### src/rtl/fetch_pkg.sv
// fetch_pkg: shared constants and types for the instruction fetch front end.
package fetch_pkg;

    // Encoding of "addi x0, x0, 0", presented when no instruction is valid.
    localparam logic [31:0] NOP_INSTR        = 32'h0000_0013;
    localparam logic [31:0] RESET_PC_DEFAULT = 32'h0000_0000;

    // One buffered fetch result: where it came from and what was read.
    typedef struct packed {
        logic [31:0] pc;
        logic [31:0] instr;
    } fetch_entry_t;

    // Instruction addresses are always word aligned; low bits are dropped.
    function automatic logic [31:0] word_align(input logic [31:0] addr);
        return {addr[31:2], 2'b00};
    endfunction

endpackage

### src/rtl/fetch_fifo.sv
// fetch_fifo: synchronous FIFO of fetch_entry_t with push, pop and flush.
// Flush wins over push and pop. A full FIFO may push when it pops in the same
// cycle. Storage is not reset; only the pointers and the count are.
module fetch_fifo
    import fetch_pkg::*;
#(
    parameter int  DEPTH = 4,
    localparam int AW    = $clog2(DEPTH),
    localparam int CW    = AW + 1
) (
    input  logic         clk,
    input  logic         rst_n,
    input  logic         i_push,
    input  logic         i_pop,
    input  logic         i_flush,
    input  fetch_entry_t i_push_data,
    output fetch_entry_t o_head,
    output logic [CW-1:0] o_count,
    output logic         o_full,
    output logic         o_empty
);

    fetch_entry_t  r_mem [DEPTH];
    logic [AW-1:0] r_wr_ptr;
    logic [AW-1:0] r_rd_ptr;
    logic [CW-1:0] r_count;

    logic w_do_push;
    logic w_do_pop;

    assign o_full    = (r_count == CW'(DEPTH));
    assign o_empty   = (r_count == '0);
    assign o_count   = r_count;
    assign o_head    = r_mem[r_rd_ptr];

    // A pop frees a slot in the same cycle, so a full FIFO can still accept a push.
    assign w_do_pop  = i_pop && !o_empty;
    assign w_do_push = i_push && (!o_full || w_do_pop);

    // Pointer and occupancy tracking; flush empties the FIFO outright.
    always_ff @(posedge clk) begin
        if (!rst_n) begin
            r_wr_ptr <= '0;
            r_rd_ptr <= '0;
            r_count  <= '0;
        end else if (i_flush) begin
            r_wr_ptr <= '0;
            r_rd_ptr <= '0;
            r_count  <= '0;
        end else begin
            if (w_do_push) begin
                r_wr_ptr <= r_wr_ptr + AW'(1);
            end
            if (w_do_pop) begin
                r_rd_ptr <= r_rd_ptr + AW'(1);
            end
            case ({w_do_push, w_do_pop})
                2'b10:   r_count <= r_count + CW'(1);
                2'b01:   r_count <= r_count - CW'(1);
                default: r_count <= r_count;
            endcase
        end
    end

    // Entry storage; written only by a push that is not overridden by flush.
    always_ff @(posedge clk) begin
        if (w_do_push && !i_flush) begin
            r_mem[r_wr_ptr] <= i_push_data;
        end
    end

endmodule

### src/rtl/fetch_unit.sv
// fetch_unit: instruction fetch front end. Owns the fetch PC, issues word
// aligned requests to instruction memory, buffers in-order responses in a
// small FIFO and hands {instr, instr_pc} to the core.
//
// Handshakes: a transfer happens on a channel in any cycle where valid and
// ready are both high at the rising edge; once valid is raised, valid and
// payload hold until that transfer, except that a redirect withdraws a fetch
// request.
//
// Optional build macro FETCH_BYPASS_EN: a kept response arriving while the
// FIFO is empty is shown to the core in the same cycle, and is only buffered
// if the core does not take it. Without the macro every instruction passes
// through the FIFO registers.
module fetch_unit
    import fetch_pkg::*;
#(
    parameter int          DEPTH    = 4,
    parameter logic [31:0] RESET_PC = RESET_PC_DEFAULT
) (
    input  logic        clk,
    input  logic        rst_n,
    input  logic        redirect_valid,
    input  logic [31:0] redirect_pc,
    output logic        imem_req_valid,
    output logic [31:0] imem_req_addr,
    input  logic        imem_req_ready,
    input  logic        imem_rsp_valid,
    input  logic [31:0] imem_rsp_data,
    output logic        instr_valid,
    output logic [31:0] instr,
    output logic [31:0] instr_pc,
    input  logic        instr_ready
);

    localparam int CW = $clog2(DEPTH) + 1;

    logic [31:0]   r_fetch_pc;
    logic [31:0]   r_rsp_pc;
    logic [CW-1:0] r_outstanding;
    logic [CW-1:0] r_drop_cnt;

    logic [CW-1:0] w_fifo_count;
    logic          w_fifo_full;
    logic          w_fifo_empty;
    logic          w_unused_fifo_full;
    fetch_entry_t  w_head;
    fetch_entry_t  w_push_data;
    logic          w_push;
    logic          w_pop;
    logic          w_req_fire;
    logic          w_rsp_keep;
    logic          w_rsp_drop;
    logic [CW:0]   w_inflight;
    logic          w_credit_ok;

    // Every accepted request owns a future FIFO slot, so in-flight plus
    // buffered fetches are capped at DEPTH and a kept response always fits.
    assign w_inflight     = {1'b0, r_outstanding} + {1'b0, w_fifo_count};
    assign w_credit_ok    = (w_inflight < (CW + 1)'(DEPTH));
    assign imem_req_valid = rst_n && !redirect_valid && w_credit_ok;
    assign imem_req_addr  = r_fetch_pc;
    assign w_req_fire     = imem_req_valid && imem_req_ready;

    // Responses that belong to requests issued before a redirect are dropped,
    // as is any response landing in the redirect cycle itself.
    assign w_rsp_keep  = imem_rsp_valid && !redirect_valid && (r_drop_cnt == '0);
    assign w_rsp_drop  = imem_rsp_valid && !redirect_valid && (r_drop_cnt != '0);
    assign w_push_data = '{pc: r_rsp_pc, instr: imem_rsp_data};

    // The credit rule already prevents overflow; full is kept for observability.
    assign w_unused_fifo_full = w_fifo_full;

`ifdef FETCH_BYPASS_EN
    logic w_bypass;

    assign w_bypass    = w_fifo_empty && w_rsp_keep;
    assign w_push      = w_rsp_keep && !(w_bypass && instr_ready);
    assign w_pop       = !w_fifo_empty && instr_ready && !redirect_valid;
    assign instr_valid = !w_fifo_empty || w_bypass;
    assign instr       = !w_fifo_empty ? w_head.instr :
                         (w_bypass ? imem_rsp_data : NOP_INSTR);
    assign instr_pc    = !w_fifo_empty ? w_head.pc :
                         (w_bypass ? r_rsp_pc : 32'h0000_0000);
`else
    assign w_push      = w_rsp_keep;
    assign w_pop       = !w_fifo_empty && instr_ready && !redirect_valid;
    assign instr_valid = !w_fifo_empty;
    assign instr       = w_fifo_empty ? NOP_INSTR : w_head.instr;
    assign instr_pc    = w_fifo_empty ? 32'h0000_0000 : w_head.pc;
`endif

    fetch_fifo #(
        .DEPTH (DEPTH)
    ) u_fifo (
        .clk         (clk),
        .rst_n       (rst_n),
        .i_push      (w_push),
        .i_pop       (w_pop),
        .i_flush     (redirect_valid),
        .i_push_data (w_push_data),
        .o_head      (w_head),
        .o_count     (w_fifo_count),
        .o_full      (w_fifo_full),
        .o_empty     (w_fifo_empty)
    );

    // PC and in-flight bookkeeping; a redirect restarts both PCs and marks
    // every response still owed by memory for discard.
    always_ff @(posedge clk) begin
        if (!rst_n) begin
            r_fetch_pc    <= RESET_PC;
            r_rsp_pc      <= RESET_PC;
            r_outstanding <= '0;
            r_drop_cnt    <= '0;
        end else if (redirect_valid) begin
            r_fetch_pc    <= word_align(redirect_pc);
            r_rsp_pc      <= word_align(redirect_pc);
            r_outstanding <= r_outstanding - {{(CW - 1){1'b0}}, imem_rsp_valid};
            r_drop_cnt    <= r_outstanding - {{(CW - 1){1'b0}}, imem_rsp_valid};
        end else begin
            if (w_req_fire) begin
                r_fetch_pc <= r_fetch_pc + 32'd4;
            end
            if (w_rsp_keep) begin
                r_rsp_pc <= r_rsp_pc + 32'd4;
            end
            if (w_rsp_drop) begin
                r_drop_cnt <= r_drop_cnt - CW'(1);
            end
            case ({w_req_fire, imem_rsp_valid})
                2'b10:   r_outstanding <= r_outstanding + CW'(1);
                2'b01:   r_outstanding <= r_outstanding - CW'(1);
                default: r_outstanding <= r_outstanding;
            endcase
        end
    end

endmodule

### config.mk
export PLATFORM = sky130hd
export DESIGN_NAME = fetch_unit
export DESIGN_NICKNAME = d
export VERILOG_FILES = /design/src/rtl/fetch_pkg.sv /design/src/rtl/fetch_fifo.sv /design/src/rtl/fetch_unit.sv
export SDC_FILE = /design/constraint.sdc
export NUM_CORES = 1
export LEC_CHECK = 0
export CAP_MARGIN = 30
export CELL_PAD_IN_SITES_DETAIL_PLACEMENT = 2
export CELL_PAD_IN_SITES_GLOBAL_PLACEMENT = 2
export CORE_MARGIN = 2
export CORE_UTILIZATION = 43
export CTS_CLUSTER_SIZE = 28
export DETAILED_ROUTE_END_ITERATION = 10
export PLACE_DENSITY_LB_ADDON = 0.3
export SLEW_MARGIN = 0
export SYNTH_ARGS = -nofsm -noshare
export SYNTH_HDL_FRONTEND = slang
export SYNTH_HIERARCHICAL = 1
export SYNTH_SLANG_ARGS = --single-unit
### constraint.sdc
create_clock -name clk -period 15.7 [get_ports clk]
set_clock_uncertainty 0.15 [all_clocks]
set_input_delay 3.14 -clock clk [delete_from_list [all_inputs] [get_ports clk]]
set_output_delay 3.14 -clock clk [all_outputs]
set_load 0.1 [all_outputs]
After elaboration in Yosys (flattened, before gate mapping)
Memory sizes are Yosys's and may differ from the RTL's. A register that Yosys moved wholly into a read port is not among the register bits.
Cells that the tools add are included.
Storage, ports and cells
  flip-flop bits (word level): 77
  bits in latches: 0
  memory bits (writable): 256
  bits in read-only memories: 0
  input port bits: 70
  output and inout port bits: 98
  word-level logic and storage cells: 67
  memories kept: 1
Cells by class
  add/subtract/negate cells: 11
  multipliers: 0
  div/mod/pow operators: 0
  $lt $le $gt $ge: 1
  equal/unequal tests: 5
  shifts and indexed selects: 0
  mux-type cells: 15
  bitwise gates (word level): 1
  reductions and logical operators: 24
Memories
  u_fifo.r_mem: depth 4, bits a word 64, read ports 1, clocked after Yosys merged registers in 1, wr ports 1, RTL line fetch_fifo.sv:23  | fetch_entry_t r_mem [DEPTH];
Operators by type and width (count)
  2-to-1 mux 32 bit: 6
  adder 32 x 3 -> 32 bit (second input constant): 2
  case mux 3 bit (2 select lines): 2
  logical AND 1 bit: 11
  2-to-1 mux 3 bit: 3
  subtractor 3 x 1 -> 3 bit (second input constant): 3
  nonzero test 2 bit: 4
  adder 3 x 1 -> 3 bit (second input constant): 2
  logical NOT 3 bit: 2
  nonzero test 3 bit: 2
  adder 2 x 1 -> 2 bit (second input constant): 2
  adder 3 x 3 -> 4 bit: 1
  == test 2 x 1 -> 1 bit (second input constant): 2
  == test 2 bit (second input constant): 2
  less-than comparator 4 x 3 -> 1 bit (second input constant): 1
  2-to-1 mux 2 bit: 2
  == test 3 bit (second input constant): 1
  logical NOT 1 bit: 3
  subtractor 3 x 1 -> 3 bit: 1
  2-to-1 mux 1 bit: 2
  OR reduction 2 bit: 1
  logical OR 1 bit: 1
  NOT 1 bit: 1

Depth between registers and ports, before layout
Gate-level depths: netlist of run 1.
  depth after elaboration: 10
  depth in mapped cells: 13
  depth with buffers taken out: 10

Hierarchy
Netlist of run 1, hierarchy kept.
By module, submodules not included
  fetch_fifo: times used 1, cells each 404, area an instance 9830.7 um^2, seq. area each 7867.5 um^2
  fetch_unit: times used 1, cells each 540, area an instance 4254.1 um^2, seq. area each 1321.3 um^2

Worst setup path before layout of run 1
Ideal clock, no wire load.
  path kind: input -> register
  start: input redirect_valid
  end: memory u_fifo/r_mem[1][0] (netlist name) (enable)
  library setup time: 578 ps
  arrival: 8966 ps
  data required time: 14972 ps
  slack: 6006 ps
  stages on the path: 8
  path buffers: 3
  cell sequence: buf_2 > inv_1 > clkbuf_1 > clkbuf_1 > and3_1 > or4b_4 > nand2_2 > nor3b_1
Between the ends
  longest elaborated chain between the ends: 8
  elaborated cells on any way between the ends: 10
  those cells by class: 2 x mux; 8 x reduce/logical
Ends and longest elaborated chain
  from (decl): RTL line fetch_unit.sv:22  | input logic redirect_valid,
  logical NOT 1 bit: RTL line fetch_unit.sv:86  | assign w_pop = !w_fifo_empty && instr_ready && !redirect_valid;
  logical AND 1 bit: RTL line fetch_unit.sv:86
  via w_pop: RTL line fetch_unit.sv:49  | logic w_pop;
  logical AND 1 bit: RTL line fetch_fifo.sv:37  | assign w_do_pop = i_pop && !o_empty;
  logical OR 1 bit: RTL line fetch_fifo.sv:38  | assign w_do_push = i_push && (!o_full || w_do_pop);
  logical AND 1 bit: RTL line fetch_fifo.sv:38
  logical AND 1 bit: RTL line fetch_fifo.sv:67  | if (w_do_push && !i_flush) begin
  2-to-1 mux 1 bit: RTL line fetch_fifo.sv:67
  2-to-1 mux 1 bit (not written as such): RTL line fetch_fifo.sv:68  | r_mem[r_wr_ptr] <= i_push_data;
  to (decl): RTL line fetch_fifo.sv:23
The timed path passes the listed nets, and every way through them passes these cells.

Worst setup path after layout of run 1
  start: input rst_n
  end: output imem_req_valid
Between the ends
  longest elaborated chain between the ends: 2
Ends and longest elaborated chain
  from (decl): RTL line fetch_unit.sv:21  | input logic rst_n,
  logical AND 1 bit (2 in a row): RTL line fetch_unit.sv:60  | assign imem_req_valid = rst_n && !redirect_valid && w_credit_ok;
  to (decl): RTL line fetch_unit.sv:24  | output logic imem_req_valid,
Every way passes these cells.

==> flow_summary.json, run 1 <==
{
  "grt_max_degree": 66,
  "gr-total-overflow": 0,
  "max_slew_margin": 0.293,
  "finalMaxSlewViolations": 0,
  "gp_congestion": 0.768,
  "power.leakage_nw": 5.69,
  "status": "finished, final reports clean",
  "start_util": 0.435,
  "clkTransAtPathRegs_ns": 0.07,
  "layout_common_cells": "256 x edfxtp_1, 162 x clkdlybuf4s50_1, 73 x dfxtp_1",
  "grt_pass1_wl_mm": 63.6,
  "insertion_delay_ns": 0.53,
  "crit_arrival_ns": 5.82,
  "path_class": "primary input to primary output",
  "numPortBuffers": 163,
  "startpoint_type": "primary input",
  "finalPower_w": 0.00205,
  "cts_setup_buffers": 0,
  "wl_per_cell_um": 27.6,
  "antennaDiodeCount": 0,
  "power_frac_clock": 0.447,
  "cts_sinks": 331,
  "hold_start": "r_rsp_pc[31]",
  "post_cts_resized": 0,
  "period_needed_ns": 9.11,
  "rsz0062_at_grt": "false",
  "setup_viol": 0,
  "seqPwrFrac": 0.482,
  "fmax_ghz": 0.110,
  "maxCapViolCount": 0,
  "layout.nets": 1203,
  "vias_per_cell": 5.70,
  "cp-end-kind": "primary output",
  "die_height_um": 185,
  "finalCritPeriodShare": 0.580,
  "clockBufferDepth": 3,
  "cts_tree": "built",
  "grt_pass1_vias": 9951,
  "min_path_type": "register to register",
  "switching_share": 0.245,
  "syn_to_final_growth_pct": 25.1,
  "syn_inst": 943,
  "hold_buffers": 0,
  "ant_nets": 0,
  "avgSynthCellArea_sq_um": 14.9,
  "startpoint": "rst_n",
  "vdd_drop_max_mv": 0.0873,
  "antenna_found_initial": 2,
  "core_sq_um": 32400,
  "worstPathRequired_ns": 12.41,
  "power.internal_w": 0.00155,
  "cts_buffers": 37,
  "io_pins": 168,
  "synthesis.area_sq_um": 14100,
  "first_pass_iters": 5,
  "drc": 0,
  "die_w_um": 185,
  "grt_usage": 0.248,
  "dp_hpwl_mm": 25.0,
  "dieArea_sq_um": 34200,
  "path_max_fanout": 42,
  "powerDensity_nw_per_um2": 117,
  "ys_warn_count": 6,
  "power_frac_comb": 0.071,
  "drt_iter0_markers": 624,
  "wl_mm": 43.8,
  "drive_gt1_frac": 0.152,
  "crit-reg2reg-launch": "u_fifo/o_count[0]",
  "row_count": 66,
  "report.final.hold_viol_count": 0,
  "max_slew.worst_pin.slew_ns": 1.06,
  "cts-root-buf": "clkbuf_16",
  "htree_levels": 2,
  "setup_tns_ns": 0,
  "route.vias.total": 9047,
  "p_switching_w": 0.000502,
  "layout_commonest_cell": "edfxtp_1",
  "r2r_slack_ns": 12.06
}
==> worst paths after layout <==
| check | endpoint | cells past startpoint |
|---|---|---|
| worst max-delay path | imem_req_valid | 6 |
| worst min-delay path | u_fifo/r_mem[1][63] | 0 |
| worst max register to register | u_fifo/r_mem[3][21] | 9 |
| worst min register to register | u_fifo/r_mem[1][63] | 0 |
==> final cells by class <==
class	instances	area, sq um
multi-input combinational	540	4510
sequential	331	9190
clock buffer	43	990
inverter	24	90.1
timing repair buffer	185	2010
clock inverter	23	259
fill	2989	14800
tap	442	553
==> worst max-delay path, stage by stage <==
cell             delay (ns)
clkdlybuf4s50_1        0.46
buf_4                  0.37
nor2b_1                0.33
buf_4                  0.21
and3_1                 0.16
clkdlybuf4s50_1        1.14
==> sequential cells by signal (all words and copies together), names as in the netlist, named ones only <==
register,cells
r_rsp_pc,30
r_outstanding,3
u_fifo/r_mem,256
u_fifo/o_count,3
imem_req_addr,30
r_drop_cnt,3
u_fifo/r_rd_ptr,2
u_fifo/r_wr_ptr,2
==> routing by layer <==
| layer | up-vias | wire (um) | GRT usage |
|---|---|---|---|
| li1 | 3985 | - | - |
| met5 | - | 23 | 0 |
| met1 | 4726 | 18400 | 0.324 |
| met4 | 4 | 809 | 0.0575 |
| met2 | 274 | 22300 | 0.431 |
| met3 | 58 | 2300 | 0.0478 |
==> power by group through the flow <==
stage	Sequential, W	Combinational [W]	Clock (W)
finish	0.000988	0.000146	0.000918
global route	0.000991	0.000156	0.000961
CTS	0.000988	0.000145	0.000923
detailed placement	0.00101	0.000143	0
global placement	0.00100	0.000137	0
floorplan	0.00103	0.0000612	0
==> stage by stage <==
| step | utilization | cells | hold WS, ns | cell area [sq um] | setup slack (ns) |
|---|---|---|---|---|---|
| global route | 0.544 | 1588 | 0.423 | 17600 | 6.49 |
| detailed placement | 0.500 | 1516 | 0.375 | 16200 | 6.55 |
| CTS | 0.539 | 1582 | 0.382 | 17400 | 6.54 |
| finish | 0.544 | 1588 | 0.410 | 17600 | 6.59 |
| global placement | 0.496 | 1511 | 0.356 | 16100 | 6.57 |
| floorplan | - | 952 | 0.333 | 14100 | 6.01 |
(Power assumes the default switching activity.)
==> run 2: changes to the inputs <==
Settings changed: CORE_UTILIZATION 43 to 36.
Clock period 15.7 ns to 8.35 ns, I/O delays scaled along.
==> run 2 against run 1 <==
  * Combinational power rose by 86%
  * Wire length down 13%
  * Register-to-register slack worse by 7.3 ns
  * Critical endpoint unchanged
  * Sequential cell count unchanged
  * Sequential power grew 87%
  * Utilization shrank 8.4 points
==> flow_summary.json, run 2 (synthesis results as in run 1) <==
{
  "grt_usage": 0.191,
  "cts_tree": "built",
  "dieArea_sq_um": 40700,
  "dp_cells": 1596,
  "grt_pass1_wl_mm": 60.1,
  "die_w_um": 202,
  "fin_util": 0.460,
  "setup_tns_ns": 0,
  "r2r_slack_ns": 4.78,
  "crit-reg2reg-launch": "r_drop_cnt[0]",
  "dp_hpwl_mm": 24.2,
  "insertion_delay_ns": 0.52,
  "post_cts_resized": 0,
  "grt_pass1_vias": 9769,
  "setup_viol": 0,
  "gp_congestion": 0.746,
  "drt_iter0_markers": 375,
  "gr-total-overflow": 0,
  "startpoint_type": "primary input",
  "drive_gt1_frac": 0.149,
  "route.vias.total": 8774,
  "grt_max_degree": 66,
  "power.leakage_nw": 5.73,
  "crit_arrival_ns": 4.36,
  "powerDensity_nw_per_um2": 219,
  "htree_levels": 2,
  "max_slew_margin": 0.299,
  "worstReg2RegEnd": "u_fifo/r_mem[1][60]",
  "holdPathEnd": "u_fifo/r_wr_ptr[0]",
  "min_path_type": "register to register",
  "worstPathRequired_ns": 6.53,
  "cts-root-buf": "clkbuf_16",
  "report.final.hold_viol_count": 0,
  "path_max_fanout": 42,
  "holdPathStages": 2,
  "wl_per_cell_um": 22.8,
  "largest_register_ffs": 256,
  "vias_per_cell": 5.26,
  "finalNonFillerCells": 1669,
  "clkTransAtPathRegs_ns": 0.06,
  "drc": 0,
  "place_area_sq_um": 16400,
  "startpoint": "rst_n",
  "maxCapViolCount": 0,
  "layout_commonest_cell": "edfxtp_1",
  "syn_to_final_growth_pct": 26.3,
  "numPortBuffers": 163,
  "num-fill-cells": 3639,
  "die_height_um": 202,
  "cp-end-kind": "primary output",
  "wl_mm": 38.1,
  "start_util": 0.364,
  "first_pass_iters": 5,
  "cts_setup_buffers": 0,
  "rsz0062_at_grt": "false",
  "max_slew.worst_pin.slew_ns": 1.05,
  "io_pins": 168,
  "cts_sinks": 331,
  "antenna_found_initial": 0,
  "cts_buffers": 39,
  "row_count": 72,
  "vdd_drop_max_mv": 0.125,
  "path_class": "primary input to primary output",
  "reg2reg_depth": 8,
  "hold_buffers": 0,
  "clockBufferDepth": 3,
  "fmax_ghz": 0.162,
  "period_needed_ns": 6.18,
  "final_cell_area_sq_um": 17800,
  "finalMaxSlewViolations": 0,
  "hold_start": "u_fifo/r_wr_ptr[0]",
  "layout.nets": 1205,
  "core_sq_um": 38600,
  "layout_common_cells": "256 x edfxtp_1, 162 x clkdlybuf4s50_1, 73 x dfxtp_1",
  "antennaDiodeCount": 0,
  "ant_nets": 0,
  "largest_register": "u_fifo/r_mem",
  "status": "finished, final reports clean",
  "finalCritPeriodShare": 0.740
}
[run 2: layout make-up]
cell class | count | area [sq um] | area share
clock inverters | 25 | 309 | 0.0174
repair buffers | 185 | 2010 | 0.113
flip-flops and latches | 331 | 9190 | 0.517
inverters | 24 | 90.1 | 0.00506
multi-input cells | 540 | 4510 | 0.254
well taps | 518 | 648 | 0.0364
clock buffers | 46 | 1020 | 0.0575
[run 2: through the flow]
stage / power (W) / setup slack [ns] / hold WS (ns)
final: 0.00390 / 2.17 / 0.392
after global routing: 0.00403 / 2.05 / 0.413
after CTS: 0.00395 / 2.14 / 0.396
after detailed placement: 0.00216 / 2.14 / 0.387
after floorplan: 0.00205 / 0.126 / 0.333
after global placement: 0.00215 / 2.15 / 0.367
[run 2: how the worst max path moves through the flow]
stage | end | slack [ns] | depth (start not counted)
floorplan | u_fifo/r_mem[1][0] | 0.13 | 8
global placement | imem_req_valid | 2.15 | 6
detailed placement | imem_req_valid | 2.14 | 6
CTS | imem_req_valid | 2.14 | 6
global route | imem_req_valid | 2.05 | 6
finish | imem_req_valid | 2.17 | 6
[run 2: per-layer routing]
| layer | vias to the layer above | GRT usage | wire, um |
|---|---|---|---|
| met5 | - | 0 | 0 |
| met4 | 0 | 0.0415 | 522 |
| met3 | 43 | 0.0277 | 1480 |
| met2 | 201 | 0.327 | 18700 |
| met1 | 4544 | 0.260 | 17400 |
| li1 | 3986 | - | - |
[run 2: report_power, final]
group,internal [W],switching [W]
Clock,0.00109,0.000679
Sequential,0.00181,0.0000433
Combinational,0.0000951,0.000175
[run 2: critical path, stage by stage]
cell,delay (ns)
clkdlybuf4s50_1,0.45
buf_4,0.37
nor2b_1,0.34
buf_4,0.21
and3_1,0.17
clkdlybuf4s50_1,1.13
